--- src/rtl/des_frame_ctrl_pkg.sv ---
// des_pkg: shared state encoding and sizing helpers for the deserializer framing path
package des_pkg;
  typedef enum logic [1:0] {HUNT, VERIFY, LOCKED} des_state_t;
  function automatic int spw(input int n, input int m);
    return m / n;
  endfunction
  function automatic int cnt_w(input int x);
    return (x < 2) ? 1 : $clog2(x);
  endfunction
endpackage

--- src/rtl/des_frame_ctrl_if.sv ---
// des_frame_ctrl_if: serial symbol input and payload word valid/ready bundle
interface des_frame_ctrl_if #(
  parameter int N = 1,
  parameter int M = 8
) ();
  logic         rx_valid;
  logic [N-1:0] rx;
  logic [M-1:0] word_data;
  logic         word_valid;
  logic         word_ready;
  logic         word_sof;
  modport master (output rx_valid, rx, word_ready, input word_data, word_valid, word_sof);
  modport slave  (input rx_valid, rx, word_ready, output word_data, word_valid, word_sof);
endinterface

--- src/rtl/des_frame_ctrl_win.sv ---
// des_shift_win: M-bit symbol window, newest symbol enters at the MSB end
module des_shift_win #(
  parameter int N = 1,
  parameter int M = 8
) (
  input  logic         clk,
  input  logic         rst,
  input  logic         shift_i,
  input  logic         clr_i,
  input  logic [N-1:0] din_i,
  output logic [M-1:0] win_d_o,
  output logic [M-1:0] win_q_o
);
  logic [M-1:0] win_q;
  if (N == M) begin : g_full
    assign win_d_o = din_i;
  end else begin : g_part
    assign win_d_o = {din_i, win_q[M-1:N]};
  end
  always_ff @(posedge clk or posedge rst)
    if (rst) win_q <= '0;
    else if (clr_i) win_q <= '0;
    else if (shift_i) win_q <= win_d_o;
  assign win_q_o = win_q;
endmodule

--- src/rtl/des_frame_ctrl.sv ---
// des_frame_ctrl: hunts for SYNC, verifies it on frame boundaries, then streams payload words
module des_frame_ctrl
  import des_pkg::*;
#(
  parameter int           N         = 1,
  parameter int           M         = 8,
  parameter logic [M-1:0] SYNC      = 8'hA5,
  parameter int           FRAME_LEN = 4,
  parameter int           LOCK_CNT  = 2,
  parameter int           LOSS_CNT  = 2
) (
  input  logic clk,
  input  logic rst,
  input  logic en_i,
  input  logic clr_ovf_i,
  output logic locked_o,
  output logic ovf_o,
  des_frame_ctrl_if.slave bus
);
  localparam int SPW = spw(N, M);
  localparam int SW  = cnt_w(SPW);
  localparam int FW  = cnt_w(FRAME_LEN);
  localparam int GW  = cnt_w(LOCK_CNT + 1);
  localparam int MW  = cnt_w(LOSS_CNT + 1);
  if (M % N != 0) begin : g_bad_mn
    $error("M must be a multiple of N");
  end
  if (FRAME_LEN < 2 || LOCK_CNT < 1 || LOSS_CNT < 1) begin : g_bad_cnt
    $error("FRAME_LEN >= 2, LOCK_CNT >= 1 and LOSS_CNT >= 1 required");
  end
  des_state_t   state_q, state_d;
  logic [SW-1:0] sym_q, sym_d;
  logic [FW-1:0] slot_q, slot_d;
  logic [GW-1:0] good_q, good_d, good_inc;
  logic [MW-1:0] miss_q, miss_d, miss_inc;
  logic [M-1:0]  data_q, data_d, win_d, win_q;
  logic          valid_q, valid_d, sof_q, sof_d, ovf_q, ovf_d;
  logic          accept, done, match, slot0;
  assign accept   = en_i & bus.rx_valid;
  assign match    = win_d == SYNC;
  assign done     = accept && sym_q == SW'(SPW - 1);
  assign slot0    = slot_q == '0;
  assign good_inc = (int'(good_q) >= LOCK_CNT) ? good_q : good_q + 1'b1;
  assign miss_inc = (int'(miss_q) >= LOSS_CNT) ? miss_q : miss_q + 1'b1;
  des_shift_win #(.N(N), .M(M)) u_win (
    .clk     (clk),
    .rst     (rst),
    .shift_i (accept),
    .clr_i   (~en_i),
    .din_i   (bus.rx),
    .win_d_o (win_d),
    .win_q_o (win_q)
  );
  always_comb begin
    state_d = state_q;
    sym_d   = sym_q;
    slot_d  = slot_q;
    good_d  = good_q;
    miss_d  = miss_q;
    data_d  = data_q;
    sof_d   = sof_q;
    valid_d = valid_q & ~bus.word_ready;
    ovf_d   = ovf_q & ~clr_ovf_i;
    if (!en_i) begin
      state_d = HUNT;
      sym_d   = '0;
      slot_d  = '0;
      good_d  = '0;
      miss_d  = '0;
      valid_d = 1'b0;
      sof_d   = 1'b0;
    end else if (accept && state_q == HUNT) begin
      if (match) begin
        state_d = (LOCK_CNT == 1) ? LOCKED : VERIFY;
        sym_d   = '0;
        slot_d  = FW'(1);
        good_d  = GW'(1);
        miss_d  = '0;
      end
    end else if (accept) begin
      sym_d = done ? '0 : sym_q + 1'b1;
      if (done) begin
        slot_d = (slot_q == FW'(FRAME_LEN - 1)) ? '0 : slot_q + 1'b1;
        if (slot0 && state_q == VERIFY) begin
          good_d  = match ? good_inc : good_q;
          miss_d  = '0;
          state_d = !match ? HUNT : (int'(good_inc) >= LOCK_CNT) ? LOCKED : VERIFY;
        end else if (slot0) begin
          miss_d  = match ? '0 : miss_inc;
          state_d = (!match && int'(miss_inc) >= LOSS_CNT) ? HUNT : state_q;
        end else if (state_q == LOCKED) begin
          // a full holding register keeps its word; the newcomer is the one lost
          if (!valid_q || bus.word_ready) begin
            data_d  = win_d;
            valid_d = 1'b1;
            sof_d   = slot_q == FW'(1);
          end else begin
            ovf_d = 1'b1;
          end
        end
      end
    end
  end
  always_ff @(posedge clk or posedge rst)
    if (rst) begin
      state_q <= HUNT;
      sym_q   <= '0;
      slot_q  <= '0;
      good_q  <= '0;
      miss_q  <= '0;
      data_q  <= '0;
      valid_q <= 1'b0;
      sof_q   <= 1'b0;
      ovf_q   <= 1'b0;
    end else begin
      state_q <= state_d;
      sym_q   <= sym_d;
      slot_q  <= slot_d;
      good_q  <= good_d;
      miss_q  <= miss_d;
      data_q  <= data_d;
      valid_q <= valid_d;
      sof_q   <= sof_d;
      ovf_q   <= ovf_d;
    end
  assign locked_o       = state_q == LOCKED;
  assign ovf_o          = ovf_q;
  assign bus.word_data  = data_q;
  assign bus.word_valid = valid_q;
  assign bus.word_sof   = sof_q;
endmodule

--- src/flat_wrapper.sv ---
// flat-port wrapper written by rule: the top's interface ports become plain ports
module des_frame_ctrl_flat import des_pkg::*;
#(
  parameter int           N         = 1,
  parameter int           M         = 8,
  parameter logic [M-1:0] SYNC      = 8'hA5,
  parameter int           FRAME_LEN = 4,
  parameter int           LOCK_CNT  = 2,
  parameter int           LOSS_CNT  = 2
)
  (clk, rst, en_i, clr_ovf_i, locked_o, ovf_o, bus_rx_valid, bus_rx, bus_word_ready, bus_word_data, bus_word_valid, bus_word_sof);
  des_frame_ctrl_if #(.N(N), .M(M)) bus_i ();
  input  logic clk;
  input  logic rst;
  input  logic en_i;
  input  logic clr_ovf_i;
  output logic locked_o;
  output logic ovf_o;
  input wire logic [$bits(bus_i.rx_valid)-1:0] bus_rx_valid;
  input wire logic [$bits(bus_i.rx)-1:0] bus_rx;
  input wire logic [$bits(bus_i.word_ready)-1:0] bus_word_ready;
  output wire logic [$bits(bus_i.word_data)-1:0] bus_word_data;
  output wire logic [$bits(bus_i.word_valid)-1:0] bus_word_valid;
  output wire logic [$bits(bus_i.word_sof)-1:0] bus_word_sof;
  assign bus_i.rx_valid = bus_rx_valid;
  assign bus_i.rx = bus_rx;
  assign bus_i.word_ready = bus_word_ready;
  assign bus_word_data = bus_i.word_data;
  assign bus_word_valid = bus_i.word_valid;
  assign bus_word_sof = bus_i.word_sof;
  des_frame_ctrl #(.N(N), .M(M), .SYNC(SYNC), .FRAME_LEN(FRAME_LEN), .LOCK_CNT(LOCK_CNT), .LOSS_CNT(LOSS_CNT)) u_core (.clk(clk), .rst(rst), .en_i(en_i), .clr_ovf_i(clr_ovf_i), .locked_o(locked_o), .ovf_o(ovf_o), .bus(bus_i));
endmodule
--- config.mk ---
export PLATFORM = sky130hd
export DESIGN_NAME = des_frame_ctrl_flat
export DESIGN_NICKNAME = d
export VERILOG_FILES = /design/src/rtl/des_frame_ctrl_pkg.sv /design/src/rtl/des_frame_ctrl_if.sv /design/src/rtl/des_frame_ctrl_win.sv /design/src/rtl/des_frame_ctrl.sv /design/src/flat_wrapper.sv
export SDC_FILE = /design/constraint.sdc
export NUM_CORES = 1
export LEC_CHECK = 0
export ABC_AREA = 1
export BUFFER_PORTS_ARGS = -buffer_cell sky130_fd_sc_hd__buf_2
export CAP_MARGIN = 5
export CELL_PAD_IN_SITES_DETAIL_PLACEMENT = 1
export CELL_PAD_IN_SITES_GLOBAL_PLACEMENT = 1
export CORE_MARGIN = 1.5
export CORE_UTILIZATION = 43
export DETAILED_ROUTE_END_ITERATION = 10
export GPL_ROUTABILITY_DRIVEN = 0
export PLACE_DENSITY_LB_ADDON = 0.1
export RECOVER_POWER = 100
export SYNTH_ARGS = -nofsm -noshare
export SYNTH_HDL_FRONTEND = slang
export SYNTH_SLANG_ARGS = --single-unit
--- constraint.sdc ---
create_clock -name clk -period 1.8 [get_ports clk]
set_clock_uncertainty 0.1 [all_clocks]
set_input_delay 0.09 -clock clk [delete_from_list [all_inputs] [get_ports clk]]
set_output_delay 0.09 -clock clk [all_outputs]
set_load 0.01 [all_outputs]
==> results.tsv <==
metric	value	unit
cts bufs inserted	5	
Post-synth EDFFs	0	
metal2 WL	1660	um
via count	1269	
Die X	63.8	um
share of layout cells above drive strength 1	20.6	%
Max Cap Viol	0	
Port Buffers	18	
1st-iter DRT viols	93	
end of the worst register-to-register path	u_core.good_q[1]$_DFFE_PP0P_	
row count	21	
VDD IR max	546	uV
WL met3	121	um
Synth async-reset ratio	100	%
CP arrival	1730	ps
Slowest-stage cell, CP	dfrtp_1	
sequential cell area fraction in the yosys report	45.6	%
Routed WL per cell	14.1	um
status	finished clean	
post-place instance area	0.00172	mm2
Rel. slew slack	52.3	%
Die Height	63.8	um
Root Buffer	clkbuf_8	
pin count of the biggest net entering global routing	30	
final hold vios	0	
crit share post-route	92.0	%
CTS tree	yes	
top-area cell type share of the netlist area	45.6	%
worst-path cell chain	inv_1 > ha_1 > nand2_1 > nor2_1 > nor2_4 > inv_1 > nand3_2 > nand2_1 > o21ai_1	
DRT met1 WL	1690	um
worst-case clock buffer depth	2	
DRC viols	0	
final net count	218	
Synth area leaders	dfrtp_1 46%, nand2_1 9.0%, ha_1 6.3%	
Antenna Violating Nets Remaining	0	
first-pass GRT wire length	6380	um
r2r worst-path depth	9	
WS Path Type	flop to flop	
total global-route track usage	20.5	%
H-tree depth	2	
nature of the critical path startpoint	flop	
hold_ws	9.53	ps
P per Cell Area	1080	mW/mm2
Pins Over Slew Limit	0	
Post-Synthesis Cells	175	
Vias per Instance	5.08	
DP HPWL	2650	um
fillers	426	
yosys warns	0	
Core Area	0.00344	mm2
CTS sink cnt	29	
Clock Latency Late Sink	280	ps
dominant synthesized flop cell	dfrtp_1	
setup TNS	0	ps
fin util	53.6	%
WP data required	1870	ps
leakage	0.000910	uW
CP endpoint kind	flop	
Synth area leader	dfrtp_1	
top layer in use	met4	
PnR worst setup slack	144	ps
HP Class	input port to flop	
#FFs+latches synth	29	
initial antenna violation count	0	
most frequent cells in the layout	38 x nand2_1, 29 x dfrtp_1, 24 x inv_1	
number of global-route vias before repair	1354	
Tmin final	1660	ps
syn_nets	190	
Area growth, synth to finish	16.1	%
Mapped Avg Cell Area	9.09	um2
highest clock rate	604	MHz
Final Instance Area	0.00185	mm2
n_diodes	0	
critical register-to-register path startpoint	u_core.slot_q[0]$_DFFE_PP0P_	
Initial Utilization	46.2	%
final setup fails	0	
Clk pin slew, worst setup/hold paths	70	ps
CP max stage delay	420	ps
final wirelength	3530	um
beginning of the critical path	u_core.slot_q[0]$_DFFE_PP0P_	
drt pass-1 iters	4	
CP Max Fanout	5	
commonest non-fill, non-tap cell in the layout	nand2_1	
Worst setup endpoint	u_core.good_q[1]$_DFFE_PP0P_	
Synth Cell Area	0.00159	mm2
die area	0.00407	mm2
Setup WS pre-CTS	15.6	ps
worst slew pin tran	715	ps
grt total ovfl	0	
post-synth cell types	27	
I/O Pins	19	
worst reg-to-reg setup slack	140	ps
[how the worst min path moves through the flow]
stage	slack (ps)	end	cells past startpoint	from
floorplan	70	u_core.bus.word_data[0]$_DFFE_PP0P_	1	rst
global placement	70	u_core.bus.word_data[3]$_DFFE_PP0P_	3	rst
detailed placement	80	u_core.bus.word_data[3]$_DFFE_PP0P_	3	rst
CTS	10	u_core.bus.word_sof$_DFFE_PP0P_	3	bus_rx_valid
global route	20	u_core.bus.word_sof$_DFFE_PP0P_	3	bus_rx_valid
finish	10	u_core.bus.word_sof$_DFFE_PP0P_	3	bus_rx_valid
[where the power goes]
part / switching, uW / internal (uW) / total, uW / leakage [uW]
Clock: 263 / 550 / 813 / 0.0000681
Sequential: 42.6 / 716 / 758 / 0.000397
Combinational: 273 / 149 / 422 / 0.000445
Total: 579 / 1410 / 1990 / 0.000910
[flip-flops by register name, summed over array words and instances (netlist names)]
register and flops:
u_core.ovf_o 1, u_core.bus.word_sof 1, u_core.miss_q 2, u_core.good_q 2, u_core.u_win.win_q_o 7, u_core.bus.word_valid 1
u_core.state_q 2, u_core.sym_q 3, u_core.bus.word_data 8, u_core.slot_q 2
[per-layer routing]
layer  up-vias  GRT usage [%]
met1       629           27.9
met4         0           6.52
met3         5           5.28
li1        612              -
met2        23           32.0
met5         -              0
[kinds of logic (layout without fill, tap and decap cells)]
family	count (synthesis)	after routing	synth area share [%]
fa+ha+maj	8	8	6.29
simple gates	75	75	26.0
buf+inv	33	62	9.05
compound gates	30	30	13.1
flops	29	29	45.6
[through the flow]
stage | total power, uW | instances
6_report | 1990 | 250
2_1_floorplan | 1090 | 175
3_3_place_gp | 1170 | 238
5_1_grt | 2130 | 250
3_5_place_dp | 1200 | 238
4_1_cts | 2020 | 249
[critical path, delay by kind of cell, from the launching register on]
family                     cells  cell delay (ps)
AOI/OAI and AO/OA              1               60
buffers and inverters          2              180
DFF                            1              420
adders and majority gates      1              220
and+or+nand+nor                5              580
[cell type report]
cell class              instances  area (um2)  area share, %
multi-input cells             113         678           36.7
inverters                      31         121           6.58
well taps                      46        57.6           3.12
flip-flops and latches         29         726           39.3
clock inverters                 3        65.1           3.53
repair buffers                 23         129           6.98
clock buffers                   5        68.8           3.73
[cells in the mapped netlist, types with 5 or more instances]
master / n
dfrtp_1: 29
ha_1: 8
inv_1: 22
inv_2: 7
nand2_1: 38
nand2_4: 5
nand3_1: 6
nor2_1: 10
o21ai_1: 5
o21ai_2: 8
o22ai_1: 8
[timing repair]
action | 4_1_cts | 5_1_grt
pin swaps | 1 | 0
hold endpoints to repair | 31 | 0
buffers inserted | 0 | 1
hold buffers | 3 | 0
resized for setup | 0 | 1
setup endpoints to repair | 1 | 9
Note: power is estimated with default switching activity, not from simulation.
